==> src/rtl/btb_pkg.sv <==
// Shared BTB definitions: geometry constants, the update record carried
// from ID-stage resolution to the BTB write port, and the sequencer state type.
package btb_pkg;

    localparam int BTB_NUM_LINES = 32;
    localparam int BTB_TAG_W     = 9;
    localparam int BTB_SET_W     = 4;
    localparam int BTB_PC_W      = 13;

    typedef struct packed {
        logic [BTB_PC_W-1:0] pc;
        logic [31:0]         imm;
        logic                branch;
    } btb_rec_t;

    localparam int BTB_REC_W = $bits(btb_rec_t);

    typedef enum logic [0:0] {
        BTB_ST_RUN   = 1'b0,
        BTB_ST_FLUSH = 1'b1
    } btb_state_e;

endpackage

==> src/rtl/btb_update_ctrl_if.sv <==
// Bundle between ID-stage resolution, the update sequencer and the BTB write port.
// master = surrounding pipeline/BTB, slave = btb_update_ctrl.
interface btb_update_ctrl_if #(
    parameter int PC_W   = 13,
    parameter int LINE_W = 5
);
    logic              upd_valid;
    logic              upd_ready;
    logic [PC_W-1:0]   upd_pc;
    logic [31:0]       upd_imm;
    logic              upd_branch;
    logic              flush_req;
    logic              btb_hold;
    logic              btb_write;
    logic [PC_W-1:0]   btb_pc;
    logic [31:0]       btb_imm;
    logic              btb_branch;
    logic              btb_inval;
    logic [LINE_W-1:0] btb_line;
    logic              flush_busy;
    logic              flush_done;

    modport master (
        output upd_valid, upd_pc, upd_imm, upd_branch, flush_req, btb_hold,
        input  upd_ready, btb_write, btb_pc, btb_imm, btb_branch,
        input  btb_inval, btb_line, flush_busy, flush_done
    );

    modport slave (
        input  upd_valid, upd_pc, upd_imm, upd_branch, flush_req, btb_hold,
        output upd_ready, btb_write, btb_pc, btb_imm, btb_branch,
        output btb_inval, btb_line, flush_busy, flush_done
    );

endinterface

==> src/rtl/btb_upd_fifo.sv <==
// Synchronous FIFO of BTB update records; clear wins over push and pop.
module btb_upd_fifo
    import btb_pkg::*;
#(
    parameter int DEPTH = 4
) (
    input  logic                   clk,
    input  logic                   rst,
    input  logic                   push_i,
    input  btb_rec_t               push_data_i,
    input  logic                   pop_i,
    output btb_rec_t               pop_data_o,
    input  logic                   clear_i,
    output logic                   full_o,
    output logic                   empty_o,
    output logic [$clog2(DEPTH):0] count_o
);

    localparam int AW = $clog2(DEPTH);

    btb_rec_t      mem_q [DEPTH];
    logic [AW-1:0] wr_ptr_q;
    logic [AW-1:0] rd_ptr_q;
    logic [AW:0]   count_q;
    logic          do_push_s;
    logic          do_pop_s;

    assign full_o     = (count_q == (AW+1)'(DEPTH));
    assign empty_o    = (count_q == '0);
    assign count_o    = count_q;
    assign pop_data_o = mem_q[rd_ptr_q];
    assign do_push_s  = push_i && !full_o;
    assign do_pop_s   = pop_i && !empty_o;

    // Storage, pointers and occupancy
    always_ff @(posedge clk or posedge rst) begin
        if (rst) begin
            for (int i = 0; i < DEPTH; i++) begin
                mem_q[i] <= '0;
            end
            wr_ptr_q <= '0;
            rd_ptr_q <= '0;
            count_q  <= '0;
        end else if (clear_i) begin
            wr_ptr_q <= '0;
            rd_ptr_q <= '0;
            count_q  <= '0;
        end else begin
            if (do_push_s) begin
                mem_q[wr_ptr_q] <= push_data_i;
                wr_ptr_q        <= wr_ptr_q + AW'(1);
            end
            if (do_pop_s) begin
                rd_ptr_q <= rd_ptr_q + AW'(1);
            end
            case ({do_push_s, do_pop_s})
                2'b10:   count_q <= count_q + (AW+1)'(1);
                2'b01:   count_q <= count_q - (AW+1)'(1);
                default: count_q <= count_q;
            endcase
        end
    end

endmodule

==> src/rtl/btb_update_ctrl.sv <==
// BTB write-port sequencer: drains queued branch resolutions one per cycle
// and walks every line for invalidation on flush requests and after reset.
module btb_update_ctrl
    import btb_pkg::*;
#(
    parameter int DEPTH      = 4,
    parameter int NUM_LINES  = BTB_NUM_LINES,
    parameter int PC_W       = BTB_PC_W,
    parameter bit INIT_FLUSH = 1'b1
) (
    input logic              clk,
    input logic              rst,
    btb_update_ctrl_if.slave bus
);

    localparam logic [0:0] ST_RUN   = 1'(BTB_ST_RUN);
    localparam logic [0:0] ST_FLUSH = 1'(BTB_ST_FLUSH);
    localparam int         LINE_W   = $clog2(NUM_LINES);
    localparam int         CNT_W    = $clog2(DEPTH) + 1;
    localparam logic [LINE_W-1:0] LAST_LINE = LINE_W'(NUM_LINES - 1);

    logic [0:0]        state_q, state_d;
    logic [LINE_W-1:0] line_cnt_q, line_cnt_d;
    logic              btb_write_q, btb_write_d;
    logic [PC_W-1:0]   btb_pc_q, btb_pc_d;
    logic [31:0]       btb_imm_q, btb_imm_d;
    logic              btb_branch_q, btb_branch_d;
    logic              btb_inval_q, btb_inval_d;
    logic [LINE_W-1:0] btb_line_q, btb_line_d;
    logic              flush_done_q, flush_done_d;

    btb_rec_t          push_rec_s;
    btb_rec_t          head_rec_s;
    logic              upd_ready_s;
    logic              fifo_push_s, fifo_pop_s, fifo_clear_s;
    logic              fifo_full_s, fifo_empty_s;
    logic [CNT_W-1:0]  fifo_count_s;

    // A flush request in the same cycle drops the offered record.
    assign upd_ready_s = (state_q == ST_RUN) && (fifo_count_s < CNT_W'(DEPTH)) && !bus.flush_req;
    assign fifo_push_s = bus.upd_valid && upd_ready_s && !fifo_full_s;

    // Pack the incoming resolution into a FIFO record
    always_comb begin
        push_rec_s        = '0;
        push_rec_s.pc     = bus.upd_pc;
        push_rec_s.imm    = bus.upd_imm;
        push_rec_s.branch = bus.upd_branch;
    end

    btb_upd_fifo #(.DEPTH(DEPTH)) u_fifo (
        .clk         (clk),
        .rst         (rst),
        .push_i      (fifo_push_s),
        .push_data_i (push_rec_s),
        .pop_i       (fifo_pop_s),
        .pop_data_o  (head_rec_s),
        .clear_i     (fifo_clear_s),
        .full_o      (fifo_full_s),
        .empty_o     (fifo_empty_s),
        .count_o     (fifo_count_s)
    );

    // Next-state: drain in RUN, invalidation walk in FLUSH
    always_comb begin
        state_d      = state_q;
        line_cnt_d   = line_cnt_q;
        btb_write_d  = 1'b0;
        btb_pc_d     = btb_pc_q;
        btb_imm_d    = btb_imm_q;
        btb_branch_d = btb_branch_q;
        btb_inval_d  = 1'b0;
        btb_line_d   = btb_line_q;
        flush_done_d = 1'b0;
        fifo_pop_s   = 1'b0;
        fifo_clear_s = 1'b0;
        case (state_q)
            ST_RUN: begin
                if (bus.flush_req) begin
                    state_d      = ST_FLUSH;
                    line_cnt_d   = '0;
                    fifo_clear_s = 1'b1;
                end else if (!fifo_empty_s && !bus.btb_hold) begin
                    fifo_pop_s   = 1'b1;
                    btb_write_d  = 1'b1;
                    btb_pc_d     = head_rec_s.pc;
                    btb_imm_d    = head_rec_s.imm;
                    btb_branch_d = head_rec_s.branch;
                end else begin
                    fifo_pop_s = 1'b0;
                end
            end
            ST_FLUSH: begin
                // A repeated request restarts the walk and silences this cycle's command.
                if (bus.flush_req) begin
                    line_cnt_d = '0;
                end else if (!bus.btb_hold) begin
                    btb_inval_d = 1'b1;
                    btb_line_d  = line_cnt_q;
                    line_cnt_d  = line_cnt_q + LINE_W'(1);
                    if (line_cnt_q == LAST_LINE) begin
                        state_d      = ST_RUN;
                        flush_done_d = 1'b1;
                    end else begin
                        state_d = ST_FLUSH;
                    end
                end else begin
                    line_cnt_d = line_cnt_q;
                end
            end
            default: begin
                state_d    = ST_RUN;
                line_cnt_d = '0;
            end
        endcase
    end

    // State, counter and registered BTB command outputs
    always_ff @(posedge clk or posedge rst) begin
        if (rst) begin
            state_q      <= INIT_FLUSH ? ST_FLUSH : ST_RUN;
            line_cnt_q   <= '0;
            btb_write_q  <= 1'b0;
            btb_pc_q     <= '0;
            btb_imm_q    <= 32'h0000_0000;
            btb_branch_q <= 1'b0;
            btb_inval_q  <= 1'b0;
            btb_line_q   <= '0;
            flush_done_q <= 1'b0;
        end else begin
            state_q      <= state_d;
            line_cnt_q   <= line_cnt_d;
            btb_write_q  <= btb_write_d;
            btb_pc_q     <= btb_pc_d;
            btb_imm_q    <= btb_imm_d;
            btb_branch_q <= btb_branch_d;
            btb_inval_q  <= btb_inval_d;
            btb_line_q   <= btb_line_d;
            flush_done_q <= flush_done_d;
        end
    end

    assign bus.upd_ready  = upd_ready_s;
    assign bus.btb_write  = btb_write_q;
    assign bus.btb_pc     = btb_pc_q;
    assign bus.btb_imm    = btb_imm_q;
    assign bus.btb_branch = btb_branch_q;
    assign bus.btb_inval  = btb_inval_q;
    assign bus.btb_line   = btb_line_q;
    assign bus.flush_busy = (state_q == ST_FLUSH);
    assign bus.flush_done = flush_done_q;

endmodule

==> src/flat_wrapper.sv <==
// flat-port wrapper written by rule: the top's interface ports become plain ports
module btb_update_ctrl_flat import btb_pkg::*;
#(
    parameter int DEPTH      = 4,
    parameter int NUM_LINES  = BTB_NUM_LINES,
    parameter int PC_W       = BTB_PC_W,
    parameter bit INIT_FLUSH = 1'b1
)
  (clk, rst, bus_upd_valid, bus_upd_pc, bus_upd_imm, bus_upd_branch, bus_flush_req, bus_btb_hold, bus_upd_ready, bus_btb_write, bus_btb_pc, bus_btb_imm, bus_btb_branch, bus_btb_inval, bus_btb_line, bus_flush_busy, bus_flush_done);
  btb_update_ctrl_if #(.PC_W(PC_W), .LINE_W(5)) bus_i ();
  input logic clk;
  input logic rst;
  input wire logic [$bits(bus_i.upd_valid)-1:0] bus_upd_valid;
  input wire logic [$bits(bus_i.upd_pc)-1:0] bus_upd_pc;
  input wire logic [$bits(bus_i.upd_imm)-1:0] bus_upd_imm;
  input wire logic [$bits(bus_i.upd_branch)-1:0] bus_upd_branch;
  input wire logic [$bits(bus_i.flush_req)-1:0] bus_flush_req;
  input wire logic [$bits(bus_i.btb_hold)-1:0] bus_btb_hold;
  output wire logic [$bits(bus_i.upd_ready)-1:0] bus_upd_ready;
  output wire logic [$bits(bus_i.btb_write)-1:0] bus_btb_write;
  output wire logic [$bits(bus_i.btb_pc)-1:0] bus_btb_pc;
  output wire logic [$bits(bus_i.btb_imm)-1:0] bus_btb_imm;
  output wire logic [$bits(bus_i.btb_branch)-1:0] bus_btb_branch;
  output wire logic [$bits(bus_i.btb_inval)-1:0] bus_btb_inval;
  output wire logic [$bits(bus_i.btb_line)-1:0] bus_btb_line;
  output wire logic [$bits(bus_i.flush_busy)-1:0] bus_flush_busy;
  output wire logic [$bits(bus_i.flush_done)-1:0] bus_flush_done;
  assign bus_i.upd_valid = bus_upd_valid;
  assign bus_i.upd_pc = bus_upd_pc;
  assign bus_i.upd_imm = bus_upd_imm;
  assign bus_i.upd_branch = bus_upd_branch;
  assign bus_i.flush_req = bus_flush_req;
  assign bus_i.btb_hold = bus_btb_hold;
  assign bus_upd_ready = bus_i.upd_ready;
  assign bus_btb_write = bus_i.btb_write;
  assign bus_btb_pc = bus_i.btb_pc;
  assign bus_btb_imm = bus_i.btb_imm;
  assign bus_btb_branch = bus_i.btb_branch;
  assign bus_btb_inval = bus_i.btb_inval;
  assign bus_btb_line = bus_i.btb_line;
  assign bus_flush_busy = bus_i.flush_busy;
  assign bus_flush_done = bus_i.flush_done;
  btb_update_ctrl #(.DEPTH(DEPTH), .NUM_LINES(NUM_LINES), .PC_W(PC_W), .INIT_FLUSH(INIT_FLUSH)) u_core (.clk(clk), .rst(rst), .bus(bus_i));
endmodule
==> config.mk <==
export PLATFORM = sky130hd
export DESIGN_NAME = btb_update_ctrl_flat
export DESIGN_NICKNAME = d
export VERILOG_FILES = /design/src/rtl/btb_pkg.sv /design/src/rtl/btb_update_ctrl_if.sv /design/src/rtl/btb_upd_fifo.sv /design/src/rtl/btb_update_ctrl.sv /design/src/flat_wrapper.sv
export SDC_FILE = /design/constraint.sdc
export NUM_CORES = 1
export LEC_CHECK = 0
export ABC_AREA = 1
export CELL_PAD_IN_SITES_DETAIL_PLACEMENT = 1
export CELL_PAD_IN_SITES_GLOBAL_PLACEMENT = 1
export CORE_MARGIN = 5
export CORE_UTILIZATION = 47
export CTS_CLUSTER_DIAMETER = 60
export DETAILED_ROUTE_END_ITERATION = 6
export GPL_ROUTABILITY_DRIVEN = 0
export PLACE_DENSITY_LB_ADDON = 0.12
export SETUP_SLACK_MARGIN = 0.02
export SLEW_MARGIN = 20
export SYNTH_ARGS = -nofsm -noshare
export SYNTH_HDL_FRONTEND = slang
export SYNTH_HIERARCHICAL = 1
export SYNTH_SLANG_ARGS = --single-unit
export TNS_END_PERCENT = 20
==> constraint.sdc <==
create_clock -name clk -period 21.1 [get_ports clk]
set_clock_uncertainty 0.05 [all_clocks]
set_input_delay 6.33 -clock clk [delete_from_list [all_inputs] [get_ports clk]]
set_output_delay 6.33 -clock clk [all_outputs]
set_load 0.02 [all_outputs]
==> flow_summary.toml <==
[route]
routed_wl_um = 27960
drt_pass1_iterations = 5
detail_route.wl_per_cell_um = 17.25
via_count = 8547
post-route-drc-count = 0
drtAntennaViolNets = 0
drt-initial-drc-count = 503
vias_per_cell = 5.273

[power]
cell_internal_pwr_uw = 811.7
static-leakage-power_nw = 6.148
power.share.combinational = 0.072
sequentialPowerShare = 0.476
p_sw_frac = 0.2349
p_total_mw = 1.061
power-per-cell-area_nw_per_um2 = 83.22
power.net_switching_uw = 249.2
vdd_ir_drop_max_v = 0.00006012
p_clk_frac = 0.452

[synthesis]
post_synth.cell_area_avg_um2 = 8.882
yosys_warns = 6
ys_seq_elements = 251
syn-cell-area_um2 = 10910
ys_types = 25
synth.net_count = 1286
synth_top_cell_area_share = 0.5736
synth_area_leaders = "sky130_fd_sc_hd__dfrtp_1 (57%), sky130_fd_sc_hd__nand2_1 (12%), sky130_fd_sc_hd__o21ai_1 (6.7%)"
synth_cells = 1228
synth_top_cell_by_area = "sky130_fd_sc_hd__dfrtp_1"
synth.yosys.seq_area_share = 0.5760

[clock_network]
cts_root_buf = "sky130_fd_sc_hd__clkbuf_16"
h-tree-depth = 1
postCtsSetupBuffers = 0
clockBufferDepth = 3
cts_hold_buffers = 0
clk_transition_reported_paths_ps = 60
cts_made_buffers = 28
clkSinkCount = 251
cts_resized = 0
insertion_delay_ps = 530
clock_tree_from_tritoncts = "yes"

[finish]
final_util = 0.5597
layout-area-overhead-vs-synth_pct = 16.89
n_antenna_cell = 0
finish.net_count = 1346
final_layout_size_suffix_gt1_frac = 0.05657

[die]
cell_row_count = 55
die_x_um = 162.3
design.portCount = 107
chipHeight_um = 162.3
initial_utilization = 0.4788
core_area_um2 = 22780
floorplan.die_area_um2 = 26350

[global_routing]
grt_first_pass_wirelength_um = 46950
grt_start_max_net_pins = 116
grt_pass1_vias = 9103
global_route.overflow_total = 0
initial_antenna_violation_count = 0
grtUsageTotal = 0.2148

[sta]
max_freq_mhz = 70.78
timing.final.ws_setup_ps = 6971
tns_ps = 0
timing_hold_violations_final = 0
slew_violations = 0
setup_repair_after_global_routing_missed_its_margin = "no"
finalCritPeriodShare = 0.6696
setup_viol_count_final = 0
relSlewSlack = 0.2772
post-route-min-period_ps = 14130
minimum_hold_slack_ps = 425.1
worst_tran_pin_value_ps = 1084

[outcome]
outcome = "finished, final reports clean"

[setup_path]
critPathArrivalTime_ps = 7750
worstSetupEndpointType = "output pin"
critPathMaxFanout = 3
worst_setup_path_start_kind = "primary input"
timing.setup.critical_path_class = "in -> out"
required_time_of_the_critical_path_ps = 14720

[placed_design]
io_buffer_count = 106
detailedPlace.worstSlack_ps = 7031
post-dp-hpwl_um = 15150

[hold_path]
hp-class = "reg -> reg"

[job]
cap_viol_max_count = 0
-- per-layer routing --
layer | GRT usage | wire length [µm] | vias up
met2 | 0.3767 | 13840 | 131
li1 | - | - | 4109
met3 | 0.02329 | 896 | 37
met4 | 0.04537 | 506 | 0
met1 | 0.2906 | 12720 | 4270
met5 | 0 | 0 | -
-- cells in the mapped netlist --
cell,count
sky130_fd_sc_hd__nor2_2,2
sky130_fd_sc_hd__nor2_1,103
sky130_fd_sc_hd__nand2_4,2
sky130_fd_sc_hd__buf_1,1
sky130_fd_sc_hd__nor2_8,1
sky130_fd_sc_hd__nand2_2,15
sky130_fd_sc_hd__o21ai_0,142
sky130_fd_sc_hd__dfrtp_1,250
sky130_fd_sc_hd__nand3_1,6
sky130_fd_sc_hd__o22ai_1,47
sky130_fd_sc_hd__xnor2_1,2
sky130_fd_sc_hd__buf_4,11
sky130_fd_sc_hd__inv_1,71
sky130_fd_sc_hd__dfstp_2,1
sky130_fd_sc_hd__a21oi_1,5
sky130_fd_sc_hd__buf_6,33
sky130_fd_sc_hd__inv_2,1
sky130_fd_sc_hd__clkbuf_1,31
sky130_fd_sc_hd__fa_1,1
sky130_fd_sc_hd__nand2_1,346
sky130_fd_sc_hd__buf_2,4
sky130_fd_sc_hd__buf_12,1
sky130_fd_sc_hd__a21boi_0,1
sky130_fd_sc_hd__o21ai_1,145
sky130_fd_sc_hd__ha_1,6
-- critical path, stage by stage --
cell                              delay [ps]
sky130_fd_sc_hd__clkdlybuf4s50_1         450
sky130_fd_sc_hd__nor2_2                  220
sky130_fd_sc_hd__nand2_1                  70
sky130_fd_sc_hd__inv_1                    70
sky130_fd_sc_hd__clkdlybuf4s50_1         600
-- final cells by class --
cell class | count | area [µm²]
clock inverter | 4 | 45.04
clock buffer | 46 | 869.6
sequential | 251 | 6287
inverter | 72 | 279.0
fill | 2669 | 10030
multi-input combinational | 824 | 3765
tap | 313 | 391.6
timing repair buffer | 111 | 1111
-- sequential cells by signal, indices dropped and copies added, names as in the netlist, 2 cells and up --
signal                  cells
u_core/bus.btb_line         5
u_core/u_fifo/mem_q       184
u_core/u_fifo/count_o       3
u_core/line_cnt_q           5
u_core/bus.btb_pc          13
u_core/u_fifo/rd_ptr_q      2
u_core/u_fifo/wr_ptr_q      2
u_core/bus.btb_imm         32
-- logic make-up (layout without fill, tap and decap cells) --
group,count (synthesis),after routing,synth area share
DFF,251,251,0.5760
adders and majority gates,7,7,0.008718
xor gates and xnor gates,2,2,0.001606
and+or+nand+nor,475,475,0.1709
buffers and inverters,153,233,0.08111
AOI/OAI and AO/OA,340,340,0.1616
-- through the flow --
step	cells	cell area, µm²
3_3_place_gp	1570	11810
3_5_place_dp	1570	11810
2_1_floorplan	1228	10910
4_1_cts	1620	12720
6_report	1621	12750
5_1_grt	1621	12750
-- worst paths after layout --
| kind | startpoint | end | slack [ps] | cells after the start |
|---|---|---|---|---|
| max | bus_flush_req | bus_upd_ready | 6970 | 5 |
| min | u_core/bus.btb_line[0] | u_core/bus.btb_line[0] | 430 | 2 |
| max reg2reg | u_core/u_fifo/rd_ptr_q[0] | u_core/bus.btb_branch | 17850 | 6 |
| min reg2reg | u_core/bus.btb_line[0] | u_core/bus.btb_line[0] | 430 | 2 |
| max in group asynchronous | rst | u_core/u_fifo/mem_q[145] | 13440 | 4 |
| min in group asynchronous | rst | u_core/u_fifo/mem_q[27] | 6330 | 2 |
-- cells in the final DEF (no fill, tap or decap), types with 6 or more instances in the layout --
| master | n |
|---|---|
| sky130_fd_sc_hd__o21ai_0 | 142 |
| sky130_fd_sc_hd__nand2_2 | 10 |
| sky130_fd_sc_hd__clkbuf_1 | 9 |
| sky130_fd_sc_hd__o22ai_1 | 47 |
| sky130_fd_sc_hd__nor2_1 | 103 |
| sky130_fd_sc_hd__dfrtp_1 | 248 |
| sky130_fd_sc_hd__nand2_4 | 7 |
| sky130_fd_sc_hd__o21ai_1 | 145 |
| sky130_fd_sc_hd__inv_1 | 67 |
| sky130_fd_sc_hd__clkbuf_16 | 29 |
| sky130_fd_sc_hd__clkdlybuf4s50_1 | 106 |
| sky130_fd_sc_hd__clkbuf_8 | 8 |
| sky130_fd_sc_hd__nand3_1 | 6 |
| sky130_fd_sc_hd__nand2_1 | 346 |
| sky130_fd_sc_hd__ha_1 | 6 |
-- power by group through the flow --
stage               combinational (mW)  sequential [mW]  clock [mW]
finish                          0.0760            0.505       0.480
global route                    0.0865            0.507       0.514
CTS                             0.0770            0.505       0.490
detailed placement              0.0760            0.514           0
global placement                0.0745            0.513           0
floorplan                       0.0512            0.507           0
Note: power is estimated with default switching activity, not from simulation.
